File: src/rtl/paddle_driver.sv
// Paddle driver: cursor tick generator, debounced button inputs and paddle
// position registers with goal-triggered return-home and freeze.
module paddle_driver #(
  parameter int TICK_DIV     = 500000,
  parameter int STEP         = 4,
  parameter int DB_TICKS     = 2,
  parameter int FREEZE_TICKS = 60,
  parameter int X_LOWER      = 234,
  parameter int X_MID        = 464,
  parameter int X_UPPER      = 694,
  parameter int Y_LOWER      = 111,
  parameter int Y_UPPER      = 431,
  parameter int P1_HOME_X    = 300,
  parameter int P2_HOME_X    = 628
) (
  input  logic       clk,
  input  logic       clr,
  input  logic [3:0] btn1,
  input  logic [3:0] btn2,
  input  logic       collide1,
  input  logic       collide2,
  output logic       clk_cursor,
  output logic       prev_clk_cursor,
  output logic [9:0] ball1_x,
  output logic [9:0] ball1_y,
  output logic [9:0] ball2_x,
  output logic [9:0] ball2_y
);
  localparam int CNT_W = (TICK_DIV > 2) ? $clog2(TICK_DIV) : 1;
  localparam int FRZ_W = (FREEZE_TICKS > 1) ? $clog2(FREEZE_TICKS + 1) : 1;
  localparam logic [CNT_W-1:0] CNT_MAX  = CNT_W'(TICK_DIV - 1);
  localparam logic [CNT_W-1:0] CNT_HALF = CNT_W'(TICK_DIV / 2);
  localparam logic [FRZ_W-1:0] FRZ_LOAD = FRZ_W'(FREEZE_TICKS);
  localparam logic [2:0] DB      = 3'(DB_TICKS);
  localparam logic [9:0] HOME_Y  = 10'((Y_LOWER + Y_UPPER) / 2);
  localparam logic [9:0] P1_X    = 10'(P1_HOME_X);
  localparam logic [9:0] P2_X    = 10'(P2_HOME_X);
  localparam logic [9:0] X1_LO   = 10'(X_LOWER);
  localparam logic [9:0] X1_HI   = 10'(X_MID - 1);
  localparam logic [9:0] X2_LO   = 10'(X_MID);
  localparam logic [9:0] X2_HI   = 10'(X_UPPER);
  localparam logic [9:0] Y_LO    = 10'(Y_LOWER);
  localparam logic [9:0] Y_HI    = 10'(Y_UPPER);

  // Sums are formed one bit wider so neither direction can wrap past a bound.
  function automatic logic [9:0] step_inc(input logic [9:0] pos, input logic [9:0] hi);
    logic [10:0] sum;
    sum = {1'b0, pos} + 11'(STEP);
    return (sum > {1'b0, hi}) ? hi : sum[9:0];
  endfunction

  function automatic logic [9:0] step_dec(input logic [9:0] pos, input logic [9:0] lo);
    return ({1'b0, pos} < ({1'b0, lo} + 11'(STEP))) ? lo : (pos - 10'(STEP));
  endfunction

  function automatic logic [9:0] move_axis(input logic [9:0] pos, input logic inc,
                                           input logic dec, input logic [9:0] lo,
                                           input logic [9:0] hi);
    if (inc && !dec) return step_inc(pos, hi);
    if (dec && !inc) return step_dec(pos, lo);
    return pos;
  endfunction

  logic [CNT_W-1:0] cnt_q, cnt_d;
  logic             clk_cursor_q, clk_cursor_d;
  logic             prev_clk_cursor_q, prev_clk_cursor_d;
  logic [7:0]       sync1_q, sync1_d, sync2_q, sync2_d;
  logic [7:0][2:0]  db_q, db_d, db_upd;
  logic [7:0]       act;
  logic [FRZ_W-1:0] frz_q, frz_d;
  logic [9:0]       b1x_q, b1x_d, b1y_q, b1y_d, b2x_q, b2x_d, b2y_q, b2y_d;
  logic             tick;

  assign tick = clk_cursor_q & ~prev_clk_cursor_q;

  always_comb begin
    cnt_d             = (cnt_q == CNT_MAX) ? '0 : cnt_q + CNT_W'(1);
    clk_cursor_d      = (cnt_q < CNT_HALF);
    prev_clk_cursor_d = clk_cursor_q;
    sync1_d           = {btn2, btn1};
    sync2_d           = sync1_q;
    db_upd            = '0;
    act               = '0;
    for (int i = 0; i < 8; i++) begin
      db_upd[i] = sync2_q[i] ? ((db_q[i] >= DB) ? DB : db_q[i] + 3'd1) : 3'd0;
      act[i]    = (db_upd[i] == DB);
    end
    db_d  = db_q;
    frz_d = frz_q;
    b1x_d = b1x_q;
    b1y_d = b1y_q;
    b2x_d = b2x_q;
    b2y_d = b2y_q;
    if (tick) begin
      db_d = db_upd;
      if (collide1 || collide2) begin
        frz_d = FRZ_LOAD;
        b1x_d = P1_X;
        b1y_d = HOME_Y;
        b2x_d = P2_X;
        b2y_d = HOME_Y;
      end else if (frz_q != '0) begin
        frz_d = frz_q - FRZ_W'(1);
      end else begin
        // Button bits per player: 3=up, 2=down, 1=left, 0=right; up lowers y.
        b1x_d = move_axis(b1x_q, act[0], act[1], X1_LO, X1_HI);
        b1y_d = move_axis(b1y_q, act[2], act[3], Y_LO, Y_HI);
        b2x_d = move_axis(b2x_q, act[4], act[5], X2_LO, X2_HI);
        b2y_d = move_axis(b2y_q, act[6], act[7], Y_LO, Y_HI);
      end
    end
  end

  always_ff @(posedge clk) begin
    if (clr) begin
      cnt_q             <= '0;
      clk_cursor_q      <= 1'b0;
      prev_clk_cursor_q <= 1'b0;
      sync1_q           <= '0;
      sync2_q           <= '0;
      db_q              <= '0;
      frz_q             <= '0;
      b1x_q             <= P1_X;
      b1y_q             <= HOME_Y;
      b2x_q             <= P2_X;
      b2y_q             <= HOME_Y;
    end else begin
      cnt_q             <= cnt_d;
      clk_cursor_q      <= clk_cursor_d;
      prev_clk_cursor_q <= prev_clk_cursor_d;
      sync1_q           <= sync1_d;
      sync2_q           <= sync2_d;
      db_q              <= db_d;
      frz_q             <= frz_d;
      b1x_q             <= b1x_d;
      b1y_q             <= b1y_d;
      b2x_q             <= b2x_d;
      b2y_q             <= b2y_d;
    end
  end

  assign clk_cursor      = clk_cursor_q;
  assign prev_clk_cursor = prev_clk_cursor_q;
  assign ball1_x         = b1x_q;
  assign ball1_y         = b1y_q;
  assign ball2_x         = b2x_q;
  assign ball2_y         = b2y_q;
endmodule
File: config.mk
export PLATFORM = sky130hd
export DESIGN_NAME = paddle_driver
export DESIGN_NICKNAME = d
export VERILOG_FILES = /design/src/rtl/paddle_driver.sv
export SDC_FILE = /design/constraint.sdc
export NUM_CORES = 1
export LEC_CHECK = 0
export BUFFER_PORTS_ARGS = -buffer_cell sky130_fd_sc_hd__buf_4
export CELL_PAD_IN_SITES_DETAIL_PLACEMENT = 0
export CELL_PAD_IN_SITES_GLOBAL_PLACEMENT = 1
export CORE_MARGIN = 4
export CORE_UTILIZATION = 47
export CTS_BUF_LIST = sky130_fd_sc_hd__clkbuf_4 sky130_fd_sc_hd__clkbuf_8
export DETAILED_ROUTE_END_ITERATION = 12
export PLACE_DENSITY = 0.94
export SYNTH_ARGS = -nofsm -noshare
export SYNTH_HDL_FRONTEND = slang
export SYNTH_SLANG_ARGS = --single-unit
File: constraint.sdc
create_clock -name clk -period 3.14 [get_ports clk]
set_input_delay 0 -clock clk [delete_from_list [all_inputs] [get_ports clk]]
set_output_delay 0 -clock clk [all_outputs]
set_load 0.1 [all_outputs]
==> out/metrics.csv <==
metric,value,unit
status,"finished, final reports clean",
syn_nets,878,
place_ws,0.516,ns
synth_common_cells,"dfxtp_1 (107), nand2_1 (100), nor2_1 (69)",
worst_pin_slew,1.04,ns
dp_hpwl,11000,um
grt_pass1_wl,26600,um
antenna_cells,0,
crit_chain,inv_1 -> ha_1 -> o22ai_1 -> a21oi_1 -> o41a_1 -> nor2b_1 -> and3b_1 -> o311ai_1,
ys_types,72,
setup_viol,0,
fin_crit,2.67,ns
dieArea,0.0158,mm^2
synth.area.top_cells,"dfxtp_1 (33%), ha_1 (6.1%), nand2_1 (5.7%), a21oi_1 (4.9%), nor2_1 (4.0%)",
n_fill_cell,1310,
final_util,0.542,
syn-cell-area,0.00653,mm^2
vias,6155,
cts_setup_buffers,0,
worst_clock_skew,0.00601,ns
syn2layout_area_growth,11.3,%
detail_route.first_pass.iterations,5,
wl_per_cell,15.1,um
drc_errors,0,
avgSynthCellArea,7.83,um^2
fp.coreArea,0.0134,mm^2
synthArstFlopShare,0,
drtAntennaViolNets,0,
drt-initial-drc-count,531,
clkLatencyLatePin,0.39,ns
synth_top_cell_by_area,dfxtp_1,
top_level_ports,54,
yosysMostFrequentCell,dfxtp_1,
grt_remaining_overflow,0,
numCtsBuffers,9,
final-instance-count-excl-fill,1046,
cts.clk_slew.worst_paths,0.10,ns
startpoint_type,flip-flop,
htree_num_levels,3,
hold_ws,0.0822,ns
leakage,2.88,nW
stdcell_area,0.00727,mm^2
hold_viol,0,
setup_ws,0.469,ns
cts.path.max_buffers,2,
tns,0,ns
routed_wirelength,15800,um
cp-end-kind,flip-flop,
ys_seq_area_frac,0.328,
fmax,0.374,GHz
cts_resized,0,
hold_path.class,primary input to flip-flop,
synth_flop_cell,dfxtp_1,
max_slew_margin,0.308,
criticalPathCategory,flip-flop to flip-flop,
cpPeakStageDelay,0.53,ns
drive_gt1_frac,0.118,
rows,42,
cellPowerDensity,348,mW/mm^2
grt_max_degree,52,
cp.arrival,2.93,ns
total_power,2.53,mW
gp_congestion,0.892,
grt_pass1_vias,5449,
drv_slew,0,
numPortBuffers,53,
peakVddDrop,0.000180,V
rsz0062_at_grt,false,
synth_edf_count,0,
multi_input_area,0.00408,mm^2
start_util,0.487,
dpl.cell_count,1022,
viasPerCell,5.88,
antenna_found_initial,0,
cp.required,3.40,ns
die_y,126,um
clockRootBuffer,clkbuf_8,
synth_seq_cells,107,
worstPathMaxFanout,9,
nets,909,
placed_area,0.00701,mm^2
synthCells,834,
postCtsHoldBufs,8,
die-width,126,um
finalCritPeriodShare,0.851,
cts_tree,built,
slowest_stage,nor2b_1,
synth_warnings,0,
seq_area,0.00214,mm^2
drv_cap,0,
synth.top_cell.area_share,0.328,
track_usage,0.196,
clock_sinks,107,
-- sequential cells by signal, summed over array words and instances, names as in the netlist --
signal / cells
db_q: 24
prev_clk_cursor: 1
sync2_q: 8
clk_cursor: 1
ball2_y: 10
frz_q: 6
ball1_y: 10
ball2_x: 10
sync1_q: 8
cnt_q: 19
ball1_x: 10
-- per-layer routing --
| layer | part of all wire | track usage | vias to the layer above |
|---|---|---|---|
| met1 | 0.47 | 0.286 | 2874 |
| met2 | 0.45 | 0.297 | 179 |
| li1 | - | - | 3086 |
| met5 | 0 | 0 | - |
| met4 | 0.015 | 0.0625 | 0 |
| met3 | 0.056 | 0.0296 | 16 |
-- kinds of logic after synthesis --
logic type	after synthesis	synth area share
DFF	107	0.328
buffers and inverters	77	0.0473
muxes	5	0.00785
adders and majority gates	32	0.0613
AOI/OAI and AO/OA	203	0.210
and+or+nand+nor	375	0.298
xor gates and xnor gates	35	0.0469
-- worst max-delay path, delay by kind of cell, from the launching register on --
family | cells | cell delay, ns
AO/OA/AOI/OAI | 4 | 0.71
adder cells (fa/ha/maj) | 1 | 0.35
buffers and inverters | 1 | 0.18
AND/OR/NAND/NOR | 2 | 0.79
flip-flops | 1 | 0.51
-- placed cells by master, fill, tap and decap left out, drive strengths merged, types with 13 or more instances in the layout --
cell type,synthesis,routed
buf,21,62
inv,27,30
nor4,13,13
a21oi,64,64
nor2b,25,25
a31oi,22,22
dfxtp,107,107
nand4,22,22
ha,32,32
xor2,24,24
nor3,32,32
nor2,69,69
nand2,101,101
o21ai,29,29
nand3,33,33
-- layout make-up --
type | count | share of cell area
Sequential cell | 107 | 0.295
Timing Repair Buffer | 70 | 0.0750
Multi-Input combinational cell | 650 | 0.562
Clock buffer | 10 | 0.0181
Inverter | 27 | 0.0139
Tap cell | 176 | 0.0303
Clock inverter | 6 | 0.00620
-- report_power, final --
group	total (mW)	internal (mW)	switching [mW]	leakage (nW)
registers	1.43	1.39	0.0403	0.869
clock network	0.812	0.306	0.506	0.0948
logic	0.291	0.0971	0.194	1.92
-- path summary, 6_finish.rpt --
kind,slack [ns],endpoint,cells after the start,startpoint
worst min-delay path,0.08,frz_q[0]$_SDFFE_PP0P_,2,clr
worst max register to register,0.47,ball2_x[4]$_SDFFE_PP1P_,8,ball2_x[2]$_SDFFE_PP1P_
worst min register to register,0.44,sync2_q[5]$_SDFF_PP0_,1,sync1_q[5]$_SDFF_PP0_
worst max-delay path,0.47,ball2_x[4]$_SDFFE_PP1P_,8,ball2_x[2]$_SDFFE_PP1P_
Power figures use the tool's default switching activity.
